$ cat config.mk
export PLATFORM = sky130hd
export DESIGN_NAME = high_speed_in_port
export DESIGN_NICKNAME = d
export VERILOG_FILES = /design/src/rtl/io_pkg.sv /design/src/rtl/synchronizer.sv /design/src/rtl/high_speed_in_port.sv
export SDC_FILE = /design/constraint.sdc
export NUM_CORES = 1
export LEC_CHECK = 0
export CORE_MARGIN = 1
export CORE_UTILIZATION = 35
export DETAILED_ROUTE_END_ITERATION = 8
export GPL_TIMING_DRIVEN = 1
export HOLD_SLACK_MARGIN = 0.15
export PLACE_DENSITY = 0.65
export RECOVER_POWER = 50
export SKIP_CTS_REPAIR_TIMING = 1
export SYNTH_ARGS = -nofsm -noshare
export SYNTH_HDL_FRONTEND = slang
export SYNTH_SLANG_ARGS = --single-unit
$ cat constraint.sdc
create_clock -name clk -period 3.25 [get_ports clk]
set_input_delay 0.325 -clock clk [delete_from_list [all_inputs] [get_ports clk]]
set_output_delay 0.325 -clock clk [all_outputs]
set_load 0.02 [all_outputs]
$ cat src/rtl/io_pkg.sv
// Shared definitions for pin-level I/O blocks.
// Contents:
//   hs_state_t - state of a 4-phase req/ack handshake receiver.
package io_pkg;

  typedef enum logic [0:0] {
    WAIT_REQ = 1'b0,  // idle, waiting for the host to raise req
    WAIT_REL = 1'b1   // ack raised, waiting for the host to drop req
  } hs_state_t;

endpackage

$ cat src/rtl/synchronizer.sv
// Multi-flop synchronizer for a single asynchronous pin input.
// Ports:
//   clk - destination clock
//   rst - synchronous active-high reset, flushes the chain to 0
//   d   - asynchronous input
//   q   - synchronized output, DEPTH cycles of latency
module synchronizer #(
  parameter int DEPTH = 2
) (
  input  logic clk,
  input  logic rst,
  input  logic d,
  output logic q
);

  logic [DEPTH-1:0] chain_r;

  // Shift chain; bit 0 is the metastability-exposed flop.
  always_ff @(posedge clk) begin
    if (rst) begin
      chain_r <= '0;
    end else begin
      chain_r <= {chain_r[DEPTH-2:0], d};
    end
  end

  assign q = chain_r[DEPTH-1];

endmodule

$ cat src/rtl/high_speed_in_port.sv
// Host-facing input port: receives beats over an asynchronous 4-phase
// req/ack bus, assembles them LSB-first into WIDTH-bit chunks and hands
// each chunk to the input memory through a single-entry holding slot.
// Ports:
//   clk, rst        - system clock, synchronous active-high reset
//   enable          - input memory enabled; gates delivery of the slot
//   in_idle         - core idle; flushes partial chunk and holding slot
//   data_required   - input memory still wants blocks
//   host_ready      - data_required & enable, advisory to the host
//   ext_req         - asynchronous host request
//   ext_data        - beat data, stable while ext_req is high
//   ext_ack         - registered acknowledge to the host
//   data_available  - chunk strobe (slot occupied & enable)
//   data_out        - chunk held in the slot
//   stalled         - a last beat is being withheld for lack of slot space
module high_speed_in_port
  import io_pkg::*;
#(
  parameter int IN_BUS_WIDTH = 4,
  parameter int WIDTH        = 32
) (
  input  logic                    clk,
  input  logic                    rst,
  input  logic                    enable,
  input  logic                    in_idle,
  input  logic                    data_required,
  output logic                    host_ready,
  input  logic                    ext_req,
  input  logic [IN_BUS_WIDTH-1:0] ext_data,
  output logic                    ext_ack,
  output logic                    data_available,
  output logic [WIDTH-1:0]        data_out,
  output logic                    stalled
);

  localparam int BEATS            = WIDTH / IN_BUS_WIDTH;
  localparam int BeatCounterWidth = ($clog2(BEATS) > 1) ? $clog2(BEATS) : 1;
  localparam logic [BeatCounterWidth-1:0] LastBeat = BeatCounterWidth'(BEATS - 1);

  if ((WIDTH % IN_BUS_WIDTH) != 0) begin : g_width_check
    $fatal(1, "high_speed_in_port: WIDTH must be a multiple of IN_BUS_WIDTH");
  end

  logic                        req_sync_s;
  hs_state_t                   state_r;
  hs_state_t                   state_nx_s;
  logic                        ack_r;
  logic                        ack_nx_s;
  logic [BeatCounterWidth-1:0] beat_r;
  logic [WIDTH-1:0]            shift_r;
  logic [WIDTH-1:0]            data_out_r;
  logic                        pending_r;
  logic                        last_beat_s;
  logic                        accept_s;
  logic                        capture_s;
  logic                        data_available_s;
  logic [WIDTH-1:0]            chunk_s;

  synchronizer #(.DEPTH(2)) u_req_sync (
    .clk (clk),
    .rst (rst),
    .d   (ext_req),
    .q   (req_sync_s)
  );

  assign data_available_s = pending_r & enable;
  assign last_beat_s      = (beat_r == LastBeat);
  // A last beat may only land if the slot is empty or being drained now.
  assign accept_s         = !(last_beat_s & pending_r & !data_available_s);
  assign capture_s        = (state_r == WAIT_REQ) & req_sync_s & accept_s;

  // Completed chunk: the last beat fills the top slice, earlier beats come from shift_r.
  always_comb begin
    chunk_s = shift_r;
    chunk_s[WIDTH-1 -: IN_BUS_WIDTH] = ext_data;
  end

  // Handshake next-state and acknowledge.
  always_comb begin
    state_nx_s = state_r;
    ack_nx_s   = ack_r;
    case (state_r)
      WAIT_REQ: begin
        if (capture_s) begin
          state_nx_s = WAIT_REL;
          ack_nx_s   = 1'b1;
        end else begin
          state_nx_s = WAIT_REQ;
          ack_nx_s   = 1'b0;
        end
      end
      WAIT_REL: begin
        if (!req_sync_s) begin
          state_nx_s = WAIT_REQ;
          ack_nx_s   = 1'b0;
        end else begin
          state_nx_s = WAIT_REL;
          ack_nx_s   = 1'b1;
        end
      end
      default: begin
        state_nx_s = WAIT_REQ;
        ack_nx_s   = 1'b0;
      end
    endcase
  end

  // Handshake state and acknowledge registers.
  always_ff @(posedge clk) begin
    if (rst) begin
      state_r <= WAIT_REQ;
      ack_r   <= 1'b0;
    end else begin
      state_r <= state_nx_s;
      ack_r   <= ack_nx_s;
    end
  end

  // Beat counter, shift register and holding slot. in_idle discards any
  // capture on the same edge while the handshake itself carries on.
  always_ff @(posedge clk) begin
    if (rst) begin
      beat_r     <= '0;
      shift_r    <= '0;
      data_out_r <= '0;
      pending_r  <= 1'b0;
    end else if (in_idle) begin
      beat_r    <= '0;
      shift_r   <= '0;
      pending_r <= 1'b0;
    end else begin
      if (data_available_s) begin
        pending_r <= 1'b0;
      end
      if (capture_s) begin
        if (last_beat_s) begin
          // A refill on the drain edge keeps pending set.
          data_out_r <= chunk_s;
          pending_r  <= 1'b1;
          beat_r     <= '0;
        end else begin
          shift_r[int'(beat_r)*IN_BUS_WIDTH +: IN_BUS_WIDTH] <= ext_data;
          beat_r <= beat_r + BeatCounterWidth'(1);
        end
      end
    end
  end

  assign host_ready     = data_required & enable;
  assign ext_ack        = ack_r;
  assign data_available = data_available_s;
  assign data_out       = data_out_r;
  assign stalled        = (state_r == WAIT_REQ) & req_sync_s & !accept_s;

endmodule
==> results.md <==
- Final HPWL DP: between 5 and 6 mm
- Hold Violations, Final: 0
- Initial antenna violation count: 0
- Non-Filler Instances: 466
- Ant diodes: 0
- Crit share post-route: 0.904
- Final design instance area without fill: 3650 um2
- IO Pins: 46
- Layout area overhead: 20.8%
- Routed via count: roughly 2600
- Placed cells: 451
- Clock sink count: 67
- Post-synthesis cell type count: 34
- Reg area: 1340 um2
- Final nets: 374
- CTS buffer count: 9
- Die Ht: around 95 um
- Worst EP required: around 2.9 ns
- Ys Warns: 0
- Die X: 95.0 um
- Die ar.: 9020 um2
- Layout cells sized above 1: 0.0831
- Syn Area/Cell: 9.19 um2
- Most common cell after layout, fill and taps aside: dfxtp_1
- Yosys reg bits: 67
- Hold_ws: 0.442 ns
- Core area: 8300 um2
- CP Cell Sequence: ha_1 -> ha_1 -> nand3b_1 -> nor2_1 -> clkdlybuf4s50_1
- Static Leak: approximately 1.4 nW
- Worst setup SP type: flip-flop
- CTS tree: yes
- Worst-skew pair later-pin latency: 0.35 ns
- Slowest stage cell, crit path: dfxtp_1
- WS Path Type: reg2out
- Final setup fails: 0
- Run status: complete, but fails checks
- Maximum VDD drop: 0.235 mV
- Worst Skew: 0.0121 ns
- Avg WL per Cell: approximately 17 um
- Drt first-iter violations: between 100 and 150
- Area of the multi-input gates: between 1500 and 2000 um2
- GPL Wtd Cong: 0.847
- CP Capture Type: output port
- DRC viols: 0
- Worst slew pin tran: 1.61 ns
- Vias in the first global route: 2477
- Final Critical Period: 2.94 ns
- Critical Path Fanout Max: 18
- Port bufs: 45
- Failing checks: capacitance limit, slew limit
- First-pass GRT wire length: 12.9 mm
- DR vias/cell: ~5.6
- FP Rows: 33
- CP most frequent cell: ha_1
- Post-synthesis sequential area ratio: 0.444
- First-pass DRT Iterations: 4
- Fin. max-slew vios: 37
- Area after DPL: approximately 3500 um2
- Mapped cell area: 3020 um2
- Max clock buf depth: 2
- RSZ-0062 raised after global routing: false
- Most frequent cells in the layout: dfxtp_1, nand4_1, a21oi_1
- Total power: 1.48 mW
- CTS HTree Levels: 3
- Starting Density: 0.364
- Largest net degree at the start of global routing: 37
- Synth Instances: 329
- Mapped Nets: ~350
- Fill count: 842
- Root cell of the clock tree: clkbuf_8
- CP max stage delay: 0.68 ns
- Clk slew on worst S/H paths: 0.07 ns
- Total negative slack: 0 ns
- Pwr Density: 406 nW/um2
- Final ANT Viol Nets: 0
- Worst EP arrival: 2.61 ns
- Max Fclk: ~0.34 GHz
- Hold Crit Class: reg2reg
- GRT Total Usage: 0.186
- Worst relative slew slack: -0.0749
- Post-Route WL: 7.70 mm
- Gr ovfl total: 0
- # Max-Cap Violations: 1
[path summary, 6_finish.rpt]
path	slack [ns]	to	cells past startpoint	from
hold reg to reg	0.44	u_req_sync.chain_r[1]$_SDFF_PP0_	1	u_req_sync.chain_r[0]$_SDFF_PP0_
setup reg to reg	0.45	shift_r[22]$_SDFFE_PP0P_	6	beat_r[0]$_SDFFE_PP0N_
setup / recovery	0.31	stalled	5	beat_r[0]$_SDFFE_PP0N_
hold / removal	0.44	u_req_sync.chain_r[1]$_SDFF_PP0_	1	u_req_sync.chain_r[0]$_SDFF_PP0_
[kinds of logic (layout without fill, tap and decap cells)]
family / Yosys count / after routing / synth area share
AOI/OAI and AO/OA: 80 / 80 / 0.162
DFF: 67 / 67 / 0.444
adders and majority gates: 7 / 7 / 0.0290
buffers and inverters: 41 / 73 / 0.0608
and+or+nand+nor: 110 / 110 / 0.222
muxes: 24 / 24 / 0.0827
[metrics by stage]
| stage | setup slack [ns] | util |
|---|---|---|
| floorplan | 0.766 | - |
| global placement | 0.564 | 0.422 |
| detailed placement | 0.500 | 0.422 |
| CTS | 0.310 | 0.441 |
| global route | 0.154 | 0.440 |
| finish | 0.311 | 0.440 |
[state kept, by name, summed over array words and instances (netlist names)]
name / flops
u_req_sync.chain_r: 2
data_out: 32
pending_r: 1
ext_ack: 1
beat_r: 3
shift_r: 28
[synthesized netlist by cell type, drive strengths merged]
master,number,area share
or3b,1,0.0029
dfxtp,67,0.44
nor2,3,0.0037
buf,11,0.024
nand2b,3,0.0062
clkbuf,24,0.030
o21ai,3,0.0050
nor4,1,0.0021
a21oi,41,0.068
mux2,2,0.0099
and3b,2,0.0058
nor3,2,0.0050
or2,1,0.0021
o31ai,36,0.089
ha,7,0.029
nand3b,1,0.0025
nor4b,1,0.0079
or4,1,0.0025
or3,1,0.0037
nor3b,1,0.0041
and4,2,0.0066
nor2b,5,0.010
inv,6,0.0074
mux2i,22,0.073
nand2,24,0.030
and3,1,0.0021
and2,4,0.0083
or4b,1,0.0046
nand3,5,0.0083
nand4,50,0.10
[routing by layer]
layer,routed length [um],global-route usage,share of wire,vias up
met2,3430,0.291,0.45,61
li1,-,-,-,1294
met3,333,0.0572,0.043,11
met4,123,0.0417,0.016,0
met5,0,0,0,-
met1,3800,0.249,0.49,1233
[power by group]
part,internal (mW),switching (mW)
sequential,0.823,0.00381
clock,0.270,0.319
combinational,0.0213,0.0474
total,1.11,0.370
[area by class of cell]
type / count / area share
clock buffers: 10 / 0.0349
clock inverters: 5 / 0.00856
inverters: 6 / 0.00617
multi-input cells: 221 / 0.411
flip-flops and latches: 67 / 0.367
well taps: 105 / 0.0360
repair buffers: 52 / 0.136
[critical path: cells and delay by family (launching register included)]
kind	cells	cell delay, ns
buf+inv	1	0.65
fa+ha+maj	2	0.61
flops	1	0.68
simple gates	2	0.33
No activity file was read; power rests on OpenSTA's default activity.
